File: src/rtl/long_word_serializer.sv
// Serializes one DATA_W-bit word into NBEATS BEAT_W-bit beats, LSB beat first, with last flag.
// Optional out_parity output (XOR of out_data) enabled by defining LONG_SER_PARITY_EN.
module long_word_serializer #(
    parameter int unsigned DATA_W = 129,
    parameter int unsigned BEAT_W = 64,
    localparam int unsigned NBEATS = (DATA_W + BEAT_W - 1) / BEAT_W,
    localparam int unsigned IDX_W  = (NBEATS > 1) ? $clog2(NBEATS) : 1
) (
    input  logic              clk,
    input  logic              rst_n,
    input  logic              in_valid,
    output logic              in_ready,
    input  logic [DATA_W-1:0] in_data,
    output logic              out_valid,
    input  logic              out_ready,
    output logic [BEAT_W-1:0] out_data,
    output logic [IDX_W-1:0]  out_idx,
    output logic              out_last
`ifdef LONG_SER_PARITY_EN
    ,
    output logic              out_parity
`endif
);

    localparam int unsigned PAD_W = NBEATS * BEAT_W;

    typedef enum logic {
        IDLE = 1'b0,
        SEND = 1'b1
    } state_t;

    state_t             state_q, state_d;
    logic [PAD_W-1:0]   hold_q, hold_d;
    logic [PAD_W-1:0]   in_pad;
    logic               valid_d;
    logic [BEAT_W-1:0]  data_d;
    logic [IDX_W-1:0]   idx_d;
    logic [IDX_W-1:0]   idx_inc;
    logic               last_d;
    logic               beat_done;
    logic               accept;

    // Zero-extended input so the final beat carries zero padding above DATA_W.
    assign in_pad    = PAD_W'(in_data);
    assign idx_inc   = out_idx + IDX_W'(1);
    assign beat_done = out_valid & out_ready;
    assign in_ready  = (state_q == IDLE) | (beat_done & out_last);
    assign accept    = in_valid & in_ready;

    // hold_q keeps the not-yet-presented beats, shifted down so the next beat sits at the bottom.
    always_comb begin
        state_d = state_q;
        hold_d  = hold_q;
        valid_d = out_valid;
        data_d  = out_data;
        idx_d   = out_idx;
        last_d  = out_last;
        if (accept) begin
            state_d = SEND;
            hold_d  = in_pad >> BEAT_W;
            valid_d = 1'b1;
            data_d  = in_pad[BEAT_W-1:0];
            idx_d   = '0;
            last_d  = (NBEATS == 1);
        end else if (beat_done) begin
            if (out_last) begin
                state_d = IDLE;
                valid_d = 1'b0;
            end else begin
                hold_d = hold_q >> BEAT_W;
                data_d = hold_q[BEAT_W-1:0];
                idx_d  = idx_inc;
                last_d = (idx_inc == IDX_W'(NBEATS - 1));
            end
        end
    end

    always_ff @(posedge clk or negedge rst_n) begin
        if (!rst_n) begin
            state_q   <= IDLE;
            hold_q    <= '0;
            out_valid <= 1'b0;
            out_data  <= '0;
            out_idx   <= '0;
            out_last  <= 1'b0;
        end else begin
            state_q   <= state_d;
            hold_q    <= hold_d;
            out_valid <= valid_d;
            out_data  <= data_d;
            out_idx   <= idx_d;
            out_last  <= last_d;
        end
    end

`ifdef LONG_SER_PARITY_EN
    // Parity tracks data_d so it stays aligned with out_data, including under backpressure.
    always_ff @(posedge clk or negedge rst_n) begin
        if (!rst_n) begin
            out_parity <= 1'b0;
        end else begin
            out_parity <= ^data_d;
        end
    end
`endif

endmodule
File: config.mk
export PLATFORM = sky130hd
export DESIGN_NAME = long_word_serializer
export DESIGN_NICKNAME = d
export VERILOG_FILES = /design/src/rtl/long_word_serializer.sv
export SDC_FILE = /design/constraint.sdc
export NUM_CORES = 1
export LEC_CHECK = 0
export ABC_AREA = 0
export CAP_MARGIN = 40
export CORE_ASPECT_RATIO = 1.1
export CORE_MARGIN = 2
export CORE_UTILIZATION = 35
export CTS_BUF_LIST = sky130_fd_sc_hd__clkbuf_8
export DETAILED_ROUTE_END_ITERATION = 10
export PLACE_DENSITY = 0.68
export RECOVER_POWER = 50
export SYNTH_ARGS = -nofsm -noshare
export SYNTH_HDL_FRONTEND = slang
export SYNTH_SLANG_ARGS = --single-unit
File: constraint.sdc
create_clock -name clk -period 4.1 [get_ports clk]
set_input_delay 1.23 -clock clk [delete_from_list [all_inputs] [get_ports clk]]
set_output_delay 1.23 -clock clk [all_outputs]
set_load 0.1 [all_outputs]
[Word-level counts from Yosys, hierarchy flattened]
Index checks and enable logic that the tools add are counted.
Word-level totals
  flip-flop bits (word level): 260
  input port bits: 133
  output and inout port bits: 69
  word-level logic and storage cells: 32
Cells by class
  $add $sub $neg: 1
  equal/unequal tests: 2
  muxes and demuxes: 15
  bitwise gates (word level): 5
  reductions and logical operators: 4
Operator list (count)
  $mux 192: 3
  $mux 64: 3
  $mux 1: 6
  $mux 2: 3
  $reduce_and 2->1: 2
  $reduce_bool 2->1: 2
  $and 1x1->1: 3
  $add 2x1->2 const B: 1
  $eq 2x2->1 const B: 1
  $ne 2x1->1 const B: 1
  $not 1->1: 1
  $or 1x1->1: 1

[Longest topological paths before layout]
Gate-level depths: netlist of the first run.
  depth in word-level cells: 6
  mapped depth: 6
  mapped depth without buffers: 4

[Worst setup path before layout of the first run]
No wires, ideal clock.
  path type: input-to-output
  start point: input out_ready
  end point: output in_ready
  arrival time: 2.525 ns
  data required time: 2.870 ns
  setup slack: 0.345 ns
  stages: 3
  path buffers: 2
  cells stage by stage: buf_2 a21bo_1 clkbuf_1
On the way
  word-level cells in the longest chain between the ends: 3
Ends and longest elaborated chain
  start: declaration: RTL line 15  | input logic out_ready,
  $and 1x1->1: RTL line 46  | assign beat_done = out_valid & out_ready;
  $and 1x1->1: RTL line 47  | assign in_ready = (state_q == IDLE) | (beat_done & out_last);
  $or 1x1->1: RTL line 47
  end: declaration: RTL line 12  | output logic in_ready,
No other way between the ends.

[Worst setup path after layout of the first run]
Ends and elaborated chain as after synthesis.

==> summary.txt, run 1 <==
Status
  • Outcome: finished with violations
  • Failing checks: max-capacitance violations, max-slew violations

STA
  • Final setup violation count: 0
  • Rel. slew slack: -0.366
  • Min Tclk post-route: 3.17 ns
  • Final period utilization: 0.773
  • RSZ-0062 raised after global routing: false
  • Slew Viols, Final: 145
  • Final Hold Viols: 0
  • Fmax: 315 MHz
  • Total negative slack: 0 ns
  • Worst-margin pin slew: 2.05 ns
  • Setup Skew: 0.0145 ns

Logic synthesis
  • Post-synthesis sequential area ratio: 0.538
  • Synth Net Count: 802
  • Avg Synthesized Cell Area: 9.25 µm²
  • Top FF cell, synth: dfrtp_1
  • Post-synth EDFFs: 0
  • Mapped Area: 6180 µm²
  • Netlist cell types: 21
  • Synth Warn #: 0
  • FFs w/ async S/R, synth: 1.00
  • Seq cells post-synth: 133
  • Mapped Cells: 668

Critical path
  • Worst EP arrival: 1.94 ns
  • CP startpoint kind: input port
  • CP Launch Point: out_ready
  • CP required: 2.87 ns
  • Buf+Inv Stages, Crit Path: 2
  • Max stage delay on crit path: 0.26 ns
  • Setup crit end: in_ready
  • R2R Path Start: state_q
  • CP delay by family, top: buffers and inverters
  • CP Capture Type: output pin
  • WS Path Type: in2out
  • Reg2reg end: hold_q[7]
  • R2r worst-path depth: 5
  • Crit-path cells: clkbuf_1 > a21bo_1 > buf_12
  • Levels on crit path: 3
  • CP max FO: 7
  • Worst R2R Setup Slack: 1.50 ns
  • CP max stage cell: clkbuf_1

Drt
  • Uppermost layer routed: met4
  • DRT Wirelength: 20300 µm
  • Iteration-0 DRC Markers: 495
  • Routed Antenna Nets: 0
  • Met3 routed WL: 1380 µm
  • Vias per std cell: 5.32
  • WL/cell: 17.7 µm
  • Vias: 6125
  • Pre-Repair DR Iteration Count: 6
  • # DRC: 0
  • Met2 wire length: 10200 µm
  • Post-Route M1 WL: 8450 µm

Die
  • Die boundary width: 131 µm
  • Die height: 143 µm
  • Top Ports: 202
  • DIE AREA: 18700 µm²
  • Starting Density: 0.361
  • Num rows: 50
  • Core Area: 17100 µm²

Pwr
  • Clk pwr share: 0.124
  • Max VDD drop: 659 µV
  • Gate power share: 0.641
  • LEAKAGE: 4.66 nW
  • Sw power: 0.00483 W
  • Pwr Total: 0.00978 W
  • Int Pwr: 0.00495 W
  • Sequential Power Share: 0.234
  • Switching Share: 0.494
  • Power density cells: 977 nW/µm²

Final layout
  • Most common cell after layout, fill and taps aside: clkdlybuf4s50_1
  • Multi-input gate area: 2050 µm²
  • Most frequent cells in the layout: clkdlybuf4s50_1, inv_1, dfrtp_1
  • Fraction of final layout cells sized beyond drive strength 1: 0.133
  • # fillers: 1478
  • Area delta synth->final: 61.9%
  • Seq. cell area: 3330 µm²
  • Antenna Cells: 0
  • Final net count: 1038

GRT
  • Largest net degree at the start of global routing: 80
  • Antenna violations before repair: 2
  • Total GRT Usage: 0.222
  • First-pass GRT wire length: 32600 µm
  • Number of global-route vias before repair: 6351
  • GR Overflow Total: 0

Clock network
  • Root Buffer: clkbuf_8
  • Clk_lat worst skew: 0.43 ns
  • Clock transition at path regs: 0.07 ns
  • Longest Clk Path Bufs: 2
  • TritonCTS Sinks: 133
  • CTS tree: done
  • Cts bufs inserted: 17
  • Post-CTS setup buffer count: 0
  • CTS Hold Buffers Added: 0
  • Post-cts sizing count: 0
  • CTS H-tree lvls: 4

Placed design
  • Port Buf Inserts: 201
  • GP Congestion: 0.738
  • Hpwl dp: 13000 µm

Min path
  • Worst hold path class: reg2reg

Run
  • Max Cap Violations: 2
-- cells by family after synthesis --
| logic type | after synthesis | share of synthesized area |
|---|---|---|
| buffers and inverters | 199 | 0.132 |
| xor gates and xnor gates | 1 | 0.00142 |
| AOI/OAI and AO/OA | 199 | 0.228 |
| and+or+nand+nor | 135 | 0.0976 |
| DFF | 133 | 0.538 |
| adders and majority gates | 1 | 0.00202 |
-- metal layers --
metal / up-vias / global-route usage
li1: 2840 / -
met1: 3022 / 0.282
met2: 239 / 0.370
met3: 24 / 0.0573
met4: 0 / 0.0728
met5: - / 0
-- cell usage after synthesis (2+ instances only) --
library cell,number,share of area
o21ai_0,65,0.053
o22ai_1,65,0.066
nand3_1,64,0.052
clkbuf_1,41,0.025
inv_1,134,0.081
nand2b_1,2,0.0020
buf_6,8,0.015
a222oi_1,65,0.11
a21oi_1,2,0.0016
buf_2,8,0.0065
buf_1,8,0.0049
dfrtp_1,133,0.54
nand2_1,65,0.039
-- power groups by stage --
stage               combinational (W)  sequential [W]  clock [W]
floorplan                     0.00116         0.00472          0
finish                        0.00627         0.00229    0.00121
global placement              0.00477         0.00229          0
global route                  0.00654         0.00237    0.00130
CTS                           0.00631         0.00229    0.00124
detailed placement            0.00629         0.00232          0
-- state kept, by name, summed over array words and instances, names as in the netlist --
name,cells
out_data,64
hold_q,65
state_q,1
out_last,1
out_idx,2
-- through the flow --
stage | hold slack (ns) | cells | util | setup WS [ns] | area (µm²)
CTS | 0.534 | 1151 | 0.585 | 1.05 | 10000
global route | 0.548 | 1151 | 0.584 | 0.624 | 10000
finish | 0.528 | 1151 | 0.584 | 0.929 | 10000
detailed placement | 0.521 | 1119 | 0.559 | 1.06 | 9590
global placement | 0.514 | 1053 | 0.486 | 1.06 | 8330
floorplan | 0.503 | 668 | - | 0.345 | 6180
-- worst register-to-register path, cell delays in order (launching register included) --
cell and delay [ns]:
dfrtp_2 0.40, buf_4 0.28, a21bo_1 0.34, clkbuf_2 1.12
nand3_1 0.25, o21ai_0 0.14
-- layout make-up --
type                       instances  share of cell area
tap                              234              0.0293
multi-input combinational        336               0.205
inverter                         134              0.0503
sequential                       133               0.333
clock inverter                    15              0.0201
timing repair buffer             282               0.339
clock buffer                      17              0.0234
-- worst min-delay path by stage --
stage	from	endpoint	slack, ns	cells past startpoint
after CTS	hold_q[64]	hold_q[64]	0.53	2
after global routing	hold_q[15]	hold_q[15]	0.55	2
after floorplan	hold_q[10]	hold_q[10]	0.50	2
after detailed placement	hold_q[27]	hold_q[27]	0.52	2
final	hold_q[64]	hold_q[64]	0.53	2
after global placement	hold_q[27]	hold_q[27]	0.51	2
(Power assumes the default switching activity.)
==> run 2, diff against run 1 <==
Settings changed: PLACE_DENSITY 0.68 to 0.7.
Clock period 4.1 ns to 2.76 ns, I/O delays scaled along.
==> summary.txt, run 2 (synthesis gave the netlist of run 1 again) <==
Status
  • Outcome: finished, final reports clean

STA
  • Setup Skew: 0.0132 ns
  • Min Tclk post-route: 2.33 ns
  • Slew Viols, Final: 0
  • Final period utilization: 0.843
  • RSZ-0062 raised after global routing: false
  • Final setup violation count: 0
  • Total negative slack: 0 ns
  • Min Hold Slack: 0.527 ns
  • Final Hold Viols: 0
  • Rel. slew slack: 0.00995
  • Worst-margin pin slew: 1.49 ns
  • Fmax: 430 MHz

Drt
  • Vias per std cell: 5.35
  • WL/cell: 17.6 µm
  • Routed Antenna Nets: 0
  • DRT Wirelength: 19100 µm
  • Pre-Repair DR Iteration Count: 7
  • # DRC: 0
  • Vias: 5822
  • Iteration-0 DRC Markers: 561

Die
  • Top Ports: 202
  • Starting Density: 0.361
  • Die boundary width: 131 µm
  • Core Area: 17100 µm²
  • Die height: 143 µm
  • Num rows: 50
  • DIE AREA: 18700 µm²

Placed design
  • Hpwl dp: 12000 µm
  • Inst Count DP: 1057
  • GP Congestion: 0.787
  • Port Buf Inserts: 201

GRT
  • Total GRT Usage: 0.206
  • Number of global-route vias before repair: 5868
  • Largest net degree at the start of global routing: 67
  • First-pass GRT wire length: 30100 µm
  • GR Overflow Total: 0
  • Antenna violations before repair: 0

Clock network
  • Post-cts sizing count: 0
  • CTS H-tree lvls: 4
  • TritonCTS Sinks: 133
  • Post-CTS setup buffer count: 0
  • Longest Clk Path Bufs: 2
  • Clk_lat worst skew: 0.43 ns
  • Root Buffer: clkbuf_8
  • Clock transition at path regs: 0.08 ns
  • CTS tree: done
  • Cts bufs inserted: 17
  • CTS Hold Buffers Added: 0

Critical path
  • R2R Path Start: state_q
  • WS Path Type: reg2reg
  • CP delay by family, top: buffers and inverters
  • Worst R2R Setup Slack: 0.43 ns
  • Buf+Inv Stages, Crit Path: 2
  • CP startpoint kind: flip-flop
  • CP Launch Point: state_q
  • Crit-path cells: clkbuf_2 > a21oi_4 > clkbuf_2 > a222oi_1
  • CP required: 3.07 ns
  • CP Capture Type: flip-flop
  • R2r worst-path depth: 4
  • Most numerous cell on the critical path: clkbuf_2
  • Levels on crit path: 4
  • Max stage delay on crit path: 0.65 ns
  • CP max stage cell: clkbuf_2
  • Reg2reg end: out_data[23]
  • Worst EP arrival: 2.64 ns
  • Setup crit end: out_data[23]
  • CP max FO: 32

Pwr
  • Max VDD drop: 878 µV
  • Power density cells: 1410 nW/µm²
  • LEAKAGE: 4.16 nW

Final layout
  • Most frequent cells in the layout: inv_1, dfrtp_1, clkdlybuf4s50_1
  • Largest Register: hold_q
  • Most common cell after layout, fill and taps aside: inv_1
  • Antenna Cells: 0
  • Fraction of final layout cells sized beyond drive strength 1: 0.147
  • Regs by FF count: hold_q x65, out_data x64, out_idx x2
  • Area delta synth->final: 39.6%
  • Number of flip-flops under the largest register name: 65
  • Fin cells: 1089
  • Final net count: 976

Run
  • Max Cap Violations: 0

Min path
  • Worst hold path class: reg2reg
run 2: cell types whose count changed in the layout (fill, tap and decap cells not counted), moves of 3 or more:
cell	change
buf_4	+67
clkdlybuf4s50_1	-66
buf_8	-45
buf_16	-21
clkbuf_8	+6
inv_6	-4
clkbuf_2	+3
run 2: how the worst min path moves through the flow:
stage                    start           end  slack [ns]  cells past startpoint
floorplan           hold_q[10]    hold_q[10]        0.50                      2
global placement    hold_q[25]    hold_q[25]        0.51                      2
detailed placement  hold_q[23]    hold_q[23]        0.52                      2
CTS                      rst_n  out_data[44]        0.34                      1
global route        hold_q[57]    hold_q[57]        0.55                      2
finish               hold_q[5]     hold_q[5]        0.53                      2
run 2: cell type report:
type                    count  area [µm²]
inverters                 134         503
fillers                  1642        8510
multi-input cells         336        2050
clock inverters             9         124
flip-flops and latches    133        3330
repair buffers            220        2020
clock buffers              23         317
well taps                 234         293
run 2: where the power goes:
| group | switching [W] | internal, W | leakage [nW] |
|---|---|---|---|
| Combinational | 0.00532 | 0.00166 | 2.27 |
| Clock | 0.000758 | 0.00103 | 0.231 |
| Sequential | 0.000618 | 0.00281 | 1.67 |
run 2: worst reg2reg max path, cell delays in order (launching register included):
cell      delay (ns)
dfrtp_1         0.45
clkbuf_2        0.65
a21oi_4         0.11
clkbuf_2        0.47
a222oi_1        0.52
run 2: layer usage:
layer / track usage / wire, µm
met4: 0.0683 / 239
met5: 0 / 0
met3: 0.0477 / 1320
met2: 0.326 / 9150
met1: 0.278 / 8440
run 2: stage by stage:
step                      utilization  power, W  instance area [µm²]  worst slack (ns)
after CTS                       0.505    0.0123                 8650             0.564
after global placement          0.479    0.0103                 8210             0.581
after floorplan                     -   0.00873                 6180             0.108
after detailed placement        0.479    0.0104                 8210             0.559
after global routing            0.504    0.0128                 8630             0.280
final                           0.504    0.0122                 8630             0.433
==> run 3, diff against run 2 <==
Settings changed: PLACE_DENSITY 0.7 to 0.68.
Clock period 2.76 ns to 2.4 ns, I/O delays scaled along.
==> summary.txt, run 3 (synthesis gave the netlist of run 1 again) <==
GRT
  • M2 GR Usage: 0.328
  • Largest net degree at the start of global routing: 70
  • GR peak layer: met2
  • Met3 global-route usage: 0.0517
  • Total GRT Usage: 0.207
  • Antenna violations before repair: 1
  • Number of global-route vias before repair: 5910
  • Met1 GRT Util: 0.275
  • GR Overflow Total: 0
  • First-pass GRT wire length: 30300 µm

Placed design
  • Hpwl dp: 11900 µm
  • Port Buf Inserts: 201
  • Pre-CTS setup slack: 0.236 ns
  • Inst Count DP: 1057
  • GP Congestion: 0.776

Critical path
  • CP startpoint kind: flip-flop
  • WS Path Type: reg2out
  • CP delay by family, top: flip-flops
  • Worst EP arrival: 1.54 ns
  • R2r worst-path depth: 4
  • CP max FO: 18
  • Buf+Inv Stages, Crit Path: 1
  • CP max stage cell: dfrtp_2
  • Crit-path cells: a21bo_1 > buf_12
  • CP Capture Type: output pin
  • Max stage delay on crit path: 0.61 ns
  • Levels on crit path: 2
  • CP required: 1.68 ns

Pwr
  • Power density cells: 1590 nW/µm²
  • LEAKAGE: 4.12 nW
  • Max VDD drop: 803 µV

Clock network
  • Longest Clk Path Bufs: 2
  • CTS Hold Buffers Added: 0
  • Clk_lat worst skew: 0.44 ns
  • Post-cts sizing count: 0
  • CTS tree: done
  • CTS H-tree lvls: 4
  • TritonCTS Sinks: 133
  • Cts bufs inserted: 17
  • Root Buffer: clkbuf_8
  • Post-CTS setup buffer count: 0
  • Clock transition at path regs: 0.07 ns

STA
  • Min Tclk post-route: 2.26 ns
  • Worst-margin pin slew: 1.30 ns
  • Setup Skew: 0.0109 ns
  • Total negative slack: 0 ns
  • Min Hold Slack: 0.530 ns
  • Slew Viols, Final: 0
  • Final setup violation count: 0
  • Final period utilization: 0.942
  • Final WS setup: 0.140 ns
  • RSZ-0062 raised after global routing: false
  • Rel. slew slack: 0.135
  • Final Hold Viols: 0
  • Fmax: 442 MHz

Die
  • Starting Density: 0.361
  • Die boundary width: 131 µm
  • Core Area: 17100 µm²
  • DIE AREA: 18700 µm²
  • Top Ports: 202
  • Die height: 143 µm
  • Num rows: 50

Drt
  • Iteration-0 DRC Markers: 586
  • Routed Antenna Nets: 0
  • # DRC: 0
  • Vias per std cell: 5.31
  • DRT Wirelength: 19200 µm
  • WL/cell: 17.6 µm
  • Pre-Repair DR Iteration Count: 8
  • Vias: 5787

Final layout
  • Area delta synth->final: 37.0%
  • Regs by FF count: hold_q x65, out_data x64, out_idx x2
  • Fin cells: 1089
  • Largest Register: hold_q
  • Final net count: 976
  • Number of flip-flops under the largest register name: 65
  • Most frequent cells in the layout: inv_1, dfrtp_1, clkdlybuf4s50_1
  • Most common cell after layout, fill and taps aside: inv_1
  • Fraction of final layout cells sized beyond drive strength 1: 0.141

Min path
  • Worst hold stages: 2
  • Worst hold path class: reg2reg

Run
  • Max Cap Violations: 0

Status
  • Outcome: finished, final reports clean
-- run 3: final cells by class --
type                    count  area (µm²)
well taps                 234         293
clock inverters            12        52.6
diodes                      1        2.50
fillers                  1674        8670
inverters                 134         503
clock buffers              19         262
flip-flops and latches    133        3330
multi-input cells         336        2050
repair buffers            220        1970
-- run 3: stage by stage --
step	total power (W)	cell area (µm²)	util
final	0.0134	8470	0.494
after global routing	0.0141	8460	0.494
after CTS	0.0136	8550	0.499
after detailed placement	0.0121	8240	0.481
after global placement	0.0119	8240	0.481
after floorplan	0.0100	6180	-
-- run 3: tightest hold or removal path, delay by kind of cell (launching register included) --
kind / cells / cell delay [ns]
AOI/OAI and AO/OA: 1 / 0.06
DFF: 1 / 0.38
and+or+nand+nor: 1 / 0.05
-- run 3: routing by layer --
metal | up-vias | wire, µm
li1 | 2716 | -
met1 | 2807 | 8230
met2 | 240 | 9170
met3 | 24 | 1480
met4 | 0 | 317
met5 | - | 0
-- run 3: worst paths after layout --
path / start / slack, ns / to
setup / recovery: state_q / 0.14 / in_ready
max in group asynchronous: rst_n / 0.38 / hold_q[12]
min in group asynchronous: rst_n / 0.56 / out_data[49]
setup reg to reg: state_q / 0.17 / out_data[26]
hold / removal: hold_q[4] / 0.53 / hold_q[4]
hold reg to reg: hold_q[4] / 0.53 / hold_q[4]
-- run 3: where the power goes --
group / internal (W) / leakage, nW / switching (W)
clock network: 0.000728 / 0.192 / 0.000821
logic: 0.00184 / 2.26 / 0.00609
registers: 0.00323 / 1.66 / 0.000732
